$ cat src/rtl/heartbeat_pkg.sv
// heartbeat_pkg
// Shared types and default widths for the heartbeat transmitter slice.
//   hb_tag_t    : tag bit placed in the MSB of every heartbeat word
//   hb_state_t  : transmitter message state
//   HB_NTIME_HI : default width of the high half of wall time
//   HB_NTIME_LO : default width of the low half of wall time
package heartbeat_pkg;

  localparam int HB_NTIME_HI = 20;
  localparam int HB_NTIME_LO = 20;

  typedef enum logic {
    HB_LO = 1'b0,
    HB_HI = 1'b1
  } hb_tag_t;

  typedef enum logic [1:0] {
    IDLE,
    SEND_HI,
    SEND_LO
  } hb_state_t;

endpackage

$ cat src/rtl/heartbeat_tx_if.sv
// heartbeat_tx_if
// Valid/ack channel carrying tagged heartbeat words toward the PC.
//   hb_out_v : word valid (transmitter drives)
//   hb_out_d : {tag, payload}, Ntime_lo+1 bits (transmitter drives)
//   hb_out_a : word accepted (receiver drives)
// Modports: master = transmitter side, slave = receiver side.
interface heartbeat_tx_if
  import heartbeat_pkg::*;
#(
  parameter int Ntime_lo = HB_NTIME_LO
) ();

  logic                hb_out_v;
  logic [Ntime_lo:0]   hb_out_d;
  logic                hb_out_a;

  modport master (output hb_out_v, output hb_out_d, input hb_out_a);
  modport slave  (input hb_out_v, input hb_out_d, output hb_out_a);

endinterface

$ cat src/rtl/hb_period_counter.sv
// hb_period_counter
// Counts unit_pulse ticks and raises a one-cycle trigger every hb_period units.
//   clk, reset  : system clock, synchronous active-high reset
//   unit_pulse  : one pulse per time unit
//   hb_period   : units between triggers, 0 disables and holds the count at 0
//   trigger     : combinational, high with the unit_pulse that closes a period
module hb_period_counter
  import heartbeat_pkg::*;
#(
  parameter int Nperiod = 16
) (
  input  logic               clk,
  input  logic               reset,
  input  logic               unit_pulse,
  input  logic [Nperiod-1:0] hb_period,
  output logic               trigger
);

  localparam logic [Nperiod-1:0] ONE = {{(Nperiod-1){1'b0}}, 1'b1};

  logic [Nperiod-1:0] cnt;
  logic               at_end;

  // A period shortened below the current count is not special-cased: the
  // count simply runs on and wraps at Nperiod bits before matching again.
  always_comb begin
    at_end  = (cnt == (hb_period - ONE));
    trigger = unit_pulse && (hb_period != '0) && at_end;
  end

  always_ff @(posedge clk) begin
    if (reset) begin
      cnt <= '0;
    end else if (hb_period == '0) begin
      cnt <= '0;
    end else if (unit_pulse) begin
      cnt <= at_end ? '0 : (cnt + ONE);
    end
  end

endmodule

$ cat src/rtl/heartbeat_tx.sv
// heartbeat_tx
// Periodically snapshots wall time and sends it to the PC as tagged words:
// an optional HI word (when the high half changed or a resend was forced)
// followed by a LO word.
//   clk, reset    : system clock, synchronous active-high reset
//   unit_pulse    : one pulse per time unit from the time manager
//   time_elapsed  : current wall time {hi, lo}
//   hb_period     : time units between heartbeats, 0 disables
//   force_hi      : pulse, next heartbeat must carry the HI word
//   hb            : heartbeat_tx_if.master (hb_out_v / hb_out_d / hb_out_a)
//   hb_dropped    : coalesced-trigger count, only with HEARTBEAT_TX_DROP_CNT_EN
// Build option: define HEARTBEAT_TX_DROP_CNT_EN to add the hb_dropped counter.
module heartbeat_tx
  import heartbeat_pkg::*;
#(
  parameter int Ntime_hi = HB_NTIME_HI,
  parameter int Ntime_lo = HB_NTIME_LO,
  parameter int Nperiod  = 16
) (
  input  logic                         clk,
  input  logic                         reset,
  input  logic                         unit_pulse,
  input  logic [Ntime_hi+Ntime_lo-1:0] time_elapsed,
  input  logic [Nperiod-1:0]           hb_period,
  input  logic                         force_hi,
  heartbeat_tx_if.master               hb
`ifdef HEARTBEAT_TX_DROP_CNT_EN
  ,
  output logic [15:0]                  hb_dropped
`endif
);

  hb_state_t            state;
  logic                 trigger;
  logic                 pending;
  logic                 force_flag;
  logic [Ntime_hi-1:0]  last_hi;
  logic [Ntime_hi-1:0]  snap_hi;
  logic [Ntime_lo-1:0]  snap_lo;
  logic                 out_v;
  logic [Ntime_lo:0]    out_d;

  logic [Ntime_hi-1:0]  cur_hi;
  logic [Ntime_lo-1:0]  cur_lo;
  logic [Ntime_lo-1:0]  cur_hi_ext;

  hb_period_counter #(
    .Nperiod (Nperiod)
  ) u_period (
    .clk        (clk),
    .reset      (reset),
    .unit_pulse (unit_pulse),
    .hb_period  (hb_period),
    .trigger    (trigger)
  );

  // Split the live time and zero-extend the high half into a LO-sized payload.
  always_comb begin
    cur_hi     = time_elapsed[Ntime_hi+Ntime_lo-1:Ntime_lo];
    cur_lo     = time_elapsed[Ntime_lo-1:0];
    cur_hi_ext = '0;
    cur_hi_ext[Ntime_hi-1:0] = cur_hi;
  end

  // Message sequencer. The snapshot is taken when a heartbeat starts, so
  // triggers coalesced while busy still report the newest time. Set requests
  // (trigger, force_hi) are written last so they win over same-edge clears.
  always_ff @(posedge clk) begin
    if (reset) begin
      state      <= IDLE;
      out_v      <= 1'b0;
      out_d      <= '0;
      pending    <= 1'b0;
      force_flag <= 1'b1;
      last_hi    <= '0;
      snap_hi    <= '0;
      snap_lo    <= '0;
    end else begin
      case (state)
        IDLE: begin
          if (pending) begin
            snap_hi <= cur_hi;
            snap_lo <= cur_lo;
            out_v   <= 1'b1;
            pending <= 1'b0;
            if (force_flag || (cur_hi != last_hi)) begin
              state <= SEND_HI;
              out_d <= {HB_HI, cur_hi_ext};
            end else begin
              state <= SEND_LO;
              out_d <= {HB_LO, cur_lo};
            end
          end
        end
        SEND_HI: begin
          if (hb.hb_out_a) begin
            last_hi    <= snap_hi;
            force_flag <= 1'b0;
            out_d      <= {HB_LO, snap_lo};
            state      <= SEND_LO;
          end
        end
        SEND_LO: begin
          if (hb.hb_out_a) begin
            out_v <= 1'b0;
            state <= IDLE;
          end
        end
        default: begin
          out_v <= 1'b0;
          state <= IDLE;
        end
      endcase
      if (trigger) begin
        pending <= 1'b1;
      end
      if (force_hi) begin
        force_flag <= 1'b1;
      end
    end
  end

  assign hb.hb_out_v = out_v;
  assign hb.hb_out_d = out_d;

`ifdef HEARTBEAT_TX_DROP_CNT_EN
  // Counts triggers that found a heartbeat already pending, saturating.
  always_ff @(posedge clk) begin
    if (reset) begin
      hb_dropped <= 16'h0000;
    end else if (trigger && pending && (hb_dropped != 16'hFFFF)) begin
      hb_dropped <= hb_dropped + 16'h0001;
    end
  end
`endif

endmodule
$ cat src/flat_wrapper.sv
// flat-port wrapper written by rule: the top's interface ports become plain ports
module heartbeat_tx_flat import heartbeat_pkg::*;
#(
  parameter int Ntime_hi = HB_NTIME_HI,
  parameter int Ntime_lo = HB_NTIME_LO,
  parameter int Nperiod  = 16
)
  (clk, reset, unit_pulse, time_elapsed, hb_period, force_hi, hb_hb_out_v, hb_hb_out_d, hb_hb_out_a);
  heartbeat_tx_if #(.Ntime_lo(Ntime_lo)) hb_i ();
  input  logic clk;
  input  logic reset;
  input  logic unit_pulse;
  input  logic [Ntime_hi+Ntime_lo-1:0] time_elapsed;
  input  logic [Nperiod-1:0] hb_period;
  input  logic force_hi;
  output wire logic [$bits(hb_i.hb_out_v)-1:0] hb_hb_out_v;
  output wire logic [$bits(hb_i.hb_out_d)-1:0] hb_hb_out_d;
  input wire logic [$bits(hb_i.hb_out_a)-1:0] hb_hb_out_a;
  assign hb_hb_out_v = hb_i.hb_out_v;
  assign hb_hb_out_d = hb_i.hb_out_d;
  assign hb_i.hb_out_a = hb_hb_out_a;
  heartbeat_tx #(.Ntime_hi(Ntime_hi), .Ntime_lo(Ntime_lo), .Nperiod(Nperiod)) u_core (.clk(clk), .reset(reset), .unit_pulse(unit_pulse), .time_elapsed(time_elapsed), .hb_period(hb_period), .force_hi(force_hi), .hb(hb_i));
endmodule
$ cat config.mk
export PLATFORM = sky130hd
export DESIGN_NAME = heartbeat_tx_flat
export DESIGN_NICKNAME = d
export VERILOG_FILES = /design/src/rtl/heartbeat_pkg.sv /design/src/rtl/heartbeat_tx_if.sv /design/src/rtl/hb_period_counter.sv /design/src/rtl/heartbeat_tx.sv /design/src/flat_wrapper.sv
export SDC_FILE = /design/constraint.sdc
export NUM_CORES = 1
export LEC_CHECK = 0
export ABC_AREA = 1
export CAP_MARGIN = 10
export CORE_MARGIN = 1.5
export CORE_UTILIZATION = 29
export DETAILED_ROUTE_END_ITERATION = 16
export HOLD_SLACK_MARGIN = 0.12
export PLACE_DENSITY = 0.58
export SLEW_MARGIN = 20
export SYNTH_ARGS = -nofsm -noshare
export SYNTH_HDL_FRONTEND = slang
export SYNTH_SLANG_ARGS = --single-unit
$ cat constraint.sdc
create_clock -name clk -period 2.65 [get_ports clk]
set_input_delay 0.53 -clock clk [delete_from_list [all_inputs] [get_ports clk]]
set_output_delay 0.53 -clock clk [all_outputs]
set_load 0.01 [all_outputs]
* Word level (Yosys, flattened, before mapping)
Index checks and enable logic that the tools add are counted.
** Cells by class
- Add/subtract/negate cells :: 2
- Equality and inequality tests :: 7
- Multiplexer cells :: 15
- Bitwise operators :: 1
- Reductions and logical operators :: 15
** Operators with widths (number)
- $mux 21 :: 3
- $pmux 21 s2 :: 1
- $ne 20x20->1 :: 1
- $add 16x1->16 const B :: 1
- $eq 16x16->1 :: 1
- $logic_not 16->1 :: 1
- $mux 16 :: 1
- $reduce_bool 16->1 :: 1
- $sub 16x1->16 const B :: 1
- $reduce_and 3->1 :: 3
- $mux 2 :: 4
- $pmux 2 s3 :: 1
- $mux 1 :: 4
- $ne 2x2->1 const B :: 2
- $reduce_and 2->1 :: 2
- $reduce_bool 2->1 :: 2
- $reduce_or 2->1 :: 2
- $pmux 1 s3 :: 1
- $eq 2x1->1 const B :: 1
- $eq 2x2->1 const B :: 1
- $logic_and 1x1->1 :: 2
- $logic_not 2->1 :: 1
- $ne 2x1->1 const B :: 1
- $logic_or 1x1->1 :: 1
- $not 1->1 :: 1
** Storage, ports and cells
- Flip-flop bits (word level) :: 102
- Output and inout bits :: 22
- Logic and storage cells :: 49

* Depth between registers and ports, before layout
- Depth after elaboration :: 5
- Depth in mapped cells :: 17

* Hierarchy
From an unflattened synthesis, not the netlist that was laid out.
** Unflattened totals
- Cell total of the unflattened synthesis :: 778
- Area total of the unflattened synthesis :: 5263.8 µm²
** By module, submodules not included
- heartbeat_tx :: instances 1, cells each 525, area each 3749.8 µm², sequential area each 1721.7 µm²
- hb_period_counter :: instances 1, cells each 253, area each 1514.0 µm², sequential area each 320.3 µm²

* Worst setup path after synthesis
Ideal clock, no wire load.
- Kind :: input -> register
- Start point :: input hb_period[0]
- End point :: register u_core.u_period.cnt[4]
- Setup time :: 0.117 ns
- Data arrival time :: 1.881 ns
- Required time :: 2.533 ns
- Slack :: 0.652 ns
- Cell stages on the path :: 14
- Cells stage by stage :: inv_1 > ha_1 > nand3_1 > nor2_4 > nand3_1 > nand2_1 > nand2_1 > nor2_1 > nand3_1 > nor2_1 > nand3_2 > nand2_4 > buf_6 > nor2_1
** On the way
- Longest elaborated chain between the ends :: 3
- Elaborated cells on any way between the ends :: 5
- Classes of those cells :: add/sub: 1; eq/ne: 1; mux: 1; reduce/logical: 2
** RTL lines
- from (decl) :: line flat_wrapper.sv:14 : input logic [Nperiod-1:0] hb_period;
- $sub 16x1->16 :: line hb_period_counter.sv:27 : at_end = (cnt == (hb_period - ONE));
- $eq 16x16->1 :: line hb_period_counter.sv:27
- $mux 16 :: line hb_period_counter.sv:37 : cnt <= at_end ? '0 : (cnt + ONE);
- to (signal assigned) :: line hb_period_counter.sv:37
- to (decl) :: line hb_period_counter.sv:21 : logic [Nperiod-1:0] cnt;
Parallel ways exist; a longest one is shown, timed or not.
A chain may end at the register's enable or synchronous reset.

* Worst setup path in the final report
- Start point :: input hb_period[0]
- End point :: register u_core.u_period.cnt[6]
The elaborated chain is that of the path after synthesis.

==> summary.md <==
| Metric | Value |
|---|---|
| Status | complete, no violations |
| Placed cell area | 0.00627 mm² |
| Worst r2r src | u_core.u_period.cnt[0]$_SDFFE_PP0P_ |
| Total number of vias | 5005 |
| Final Max Slew Viols | 0 |
| Slowest stage cell on the critical path | clkdlybuf4s50_1 |
| Total leakage power | 2.68 nW |
| Max Root-Sink Buffers | 2 |
| Setup Skew | 0.00736 ns |
| RSZ-0062 raised after global routing | false |
| Syn avg cell area | 6.62 µm² |
| Final Hold Fails | 0 |
| # fillers | 1862 |
| Pwr Density | 474 mW/mm² |
| Share of layout cells above drive strength 1 | 5.14% |
| Net Count, Synth | 838 |
| Setup TNS | 0 ns |
| Die area | 0.0185 mm² |
| Die Y | 136 µm |
| GP Congestion | 0.834 |
| Tcrit/Tclk final | 84.0% |
| N_diodes | 0 |
| Worst R2R Path Depth | 9 |
| Crit-path max FO | 15 |
| Netlist Area Pre-Place | 0.00513 mm² |
| Cell Rows | 48 |
| Setup slack, reg-to-reg | 0.87 ns |
| Max transition margin | 67.0% |
| CP peak stage delay | 0.42 ns |
| Highest clock rate | 449 MHz |
| Crit path DAT | 2.45 ns |
| DRC viols | 0 |
| # H-tree levels | 3 |
| Initial Util | 29.7% |
| FFs w/ async S/R, synth | 0% |
| Area leader, netlist | dfxtp_1 |
| Kind of end point of the critical path | register |
| First DRT Iteration DRCs | 228 |
| Die Width | 136 µm |
| Synth cell count leaders | nand2_1, nor2_1, dfxtp_1 |
| Post-DR wirelength/cell | 13.3 µm |
| Vias in the first global route | 4565 |
| Initial DRT Pass Iterations | 5 |
| Max IR drop VDD | 253 µV |
| Hold Path Class | register to register |
| Count leader, synth | nand2_1 |
| Final setup margin | 0.424 ns |
| Clock Pin Slew Worst Setup and Hold Paths | 0.06 ns |
| DP HPWL | 10.6 mm |
| Crit Path Class | input pin to register |
| Yosys cell types | 30 |
| Clk Latency, worst-skew pair | 0.34 ns |
| Top-area cell type share of the netlist area | 39.8% |
| Post-synth EDFFs | 0 |
| Ys flop type | dfxtp_1 |
| Max Cap Viol | 0 |
| Post-CTS setup buffer count | 0 |
| Core Region | 0.0173 mm² |
| Port Buf Inserts | 82 |
| Final ANT Viol Nets | 0 |
| First-pass GRT wire length | 22.9 mm |
| Initial antenna violation count | 0 |
| CTS Buf Count | 9 |
| Worst Path Required | 2.88 ns |
| Clock root buffer | clkbuf_16 |
| Warnings from Yosys | 0 |
| All-layer global routing usage | 15.6% |
| Area Overhead vs Synth | 27.5% |
| Largest net degree at the start of global routing | 45 |
| Total congestion overflow | 0 |
| Post-CTS sizing | 0 |
| Startpoint Class | input pin |
| Final setup vio count | 0 |
| CTS sink count | 102 |
| CTS Hold Bufs | 0 |
| Nets@finish | 916 |
| Num ports | 83 |
| CP startpoint | hb_period[0] |
| Synthesis-stage register bit count | 102 |
| CP dominant cell by count | nor2_1 |
| Worst-margin pin slew | 0.494 ns |
| Post-Layout Inst Area | 0.00654 mm² |
| Pre-CTS setup slack | 0.0648 ns |
| Critical Path End | u_core.u_period.cnt[6]$_SDFFE_PP0P_ |
| Seq/Total Area, Yosys | 39.8% |
| R2R Path End | u_core.u_period.cnt[12]$_SDFFE_PP0P_ |
| Final wirelength | 14.4 mm |
| Top post-synthesis cells by area | dfxtp_1, nand2_1, nor2_1 |
| Crit path time final | 2.23 ns |
| Worst path cell trace | clkdlybuf4s50_1 > inv_1 > ha_1 > nand2_1 > nor2_1 > nand2_1 > nor2_1 > xor2_1 > nand3_1 > nor2_1 > nand3_2 > nand2_4 > nor2_1 |
| Cells after synthesis | 775 |
| Final core occ | 37.8% |
| CTS tree | built |
| DR vias/cell | 4.63 |
flip-flops by register name (all words and copies together) (netlist names):
register,flops
u_core.hb.hb_out_d,21
u_core.u_period.cnt,16
u_core.pending,1
u_core.force_flag,1
u_core.snap_lo,20
u_core.last_hi,20
u_core.state,2
u_core.hb.hb_out_v,1
u_core.snap_hi,20
worst min path at each step:
stage / cells after the start / from / to / slack (ns)
final: 2 / u_core.snap_lo[6]$_SDFFE_PP0P_ / u_core.snap_lo[6]$_SDFFE_PP0P_ / 0.46
after global routing: 2 / u_core.snap_lo[1]$_SDFFE_PP0P_ / u_core.snap_lo[1]$_SDFFE_PP0P_ / 0.48
after CTS: 2 / u_core.snap_lo[6]$_SDFFE_PP0P_ / u_core.snap_lo[6]$_SDFFE_PP0P_ / 0.46
after detailed placement: 2 / u_core.snap_lo[6]$_SDFFE_PP0P_ / u_core.snap_lo[6]$_SDFFE_PP0P_ / 0.45
after global placement: 2 / u_core.snap_lo[7]$_SDFFE_PP0P_ / u_core.snap_lo[7]$_SDFFE_PP0P_ / 0.44
after floorplan: 2 / u_core.snap_lo[1]$_SDFFE_PP0P_ / u_core.snap_lo[1]$_SDFFE_PP0P_ / 0.43
cell type report:
type	instances	area (µm²)	share of cell area, %
multi-input combinational	544	2600	39.7
tap	225	282	4.30
sequential	102	2040	31.2
inverter	90	338	5.16
clock inverter	2	35.0	0.535
timing repair buffer	106	1010	15.5
clock buffer	12	236	3.61
metrics by stage:
step,cells,hold slack [ns],power (mW)
floorplan,775,0.430,1.70
finish,1081,0.456,3.10
CTS,1081,0.456,3.13
global placement,1067,0.441,1.87
global route,1081,0.479,3.23
detailed placement,1067,0.447,1.87
placed cells by master (no fill, tap or decap), types with 2 or more instances in the layout:
cell             Yosys  routed
nand4_1             22      22
xor2_1              13      13
nor2_4               2       2
o22ai_1              7       7
nand2_1            154     154
nor3_1               6       6
nor2_2               2       2
inv_1               89      89
xnor2_1             15      15
clkbuf_16            0       9
clkbuf_1            34       3
buf_4                0      23
nor2_1             108     108
dfxtp_1            102     102
o21ai_0             71      71
nand2_2              2       2
a21oi_1             69      69
nand3b_1             2       2
clkdlybuf4s50_1      0      82
nand3_1             62      62
ha_1                 2       2
worst max-delay path: cells and delay by family:
| family | cells | cell delay, ns |
|---|---|---|
| fa+ha+maj | 1 | 0.21 |
| simple gates | 9 | 1.04 |
| xor+xnor | 1 | 0.16 |
| buf+inv | 2 | 0.50 |
cell families after synthesis:
logic type	after synthesis	share of synthesized area (%)
AOI/OAI and AO/OA	150	15.0
and+or+nand+nor	364	30.3
buffers and inverters	129	9.63
xor gates and xnor gates	28	4.78
DFF	102	39.8
adders and majority gates	2	0.487
routing by layer:
metal / up-vias / GRT usage [%] / wire length [µm]
met2: 113 / 25.0 / 6420
li1: 2647 / - / -
met3: 15 / 1.98 / 633
met4: 0 / 4.96 / 215
met5: - / 0 / 0
met1: 2230 / 21.6 / 7090
where the power goes:
group | switching (mW) | internal [mW]
Clock | 0.548 | 0.722
Combinational | 0.151 | 0.142
Sequential | 0.00425 | 1.54
Power figures use the tool's default switching activity.
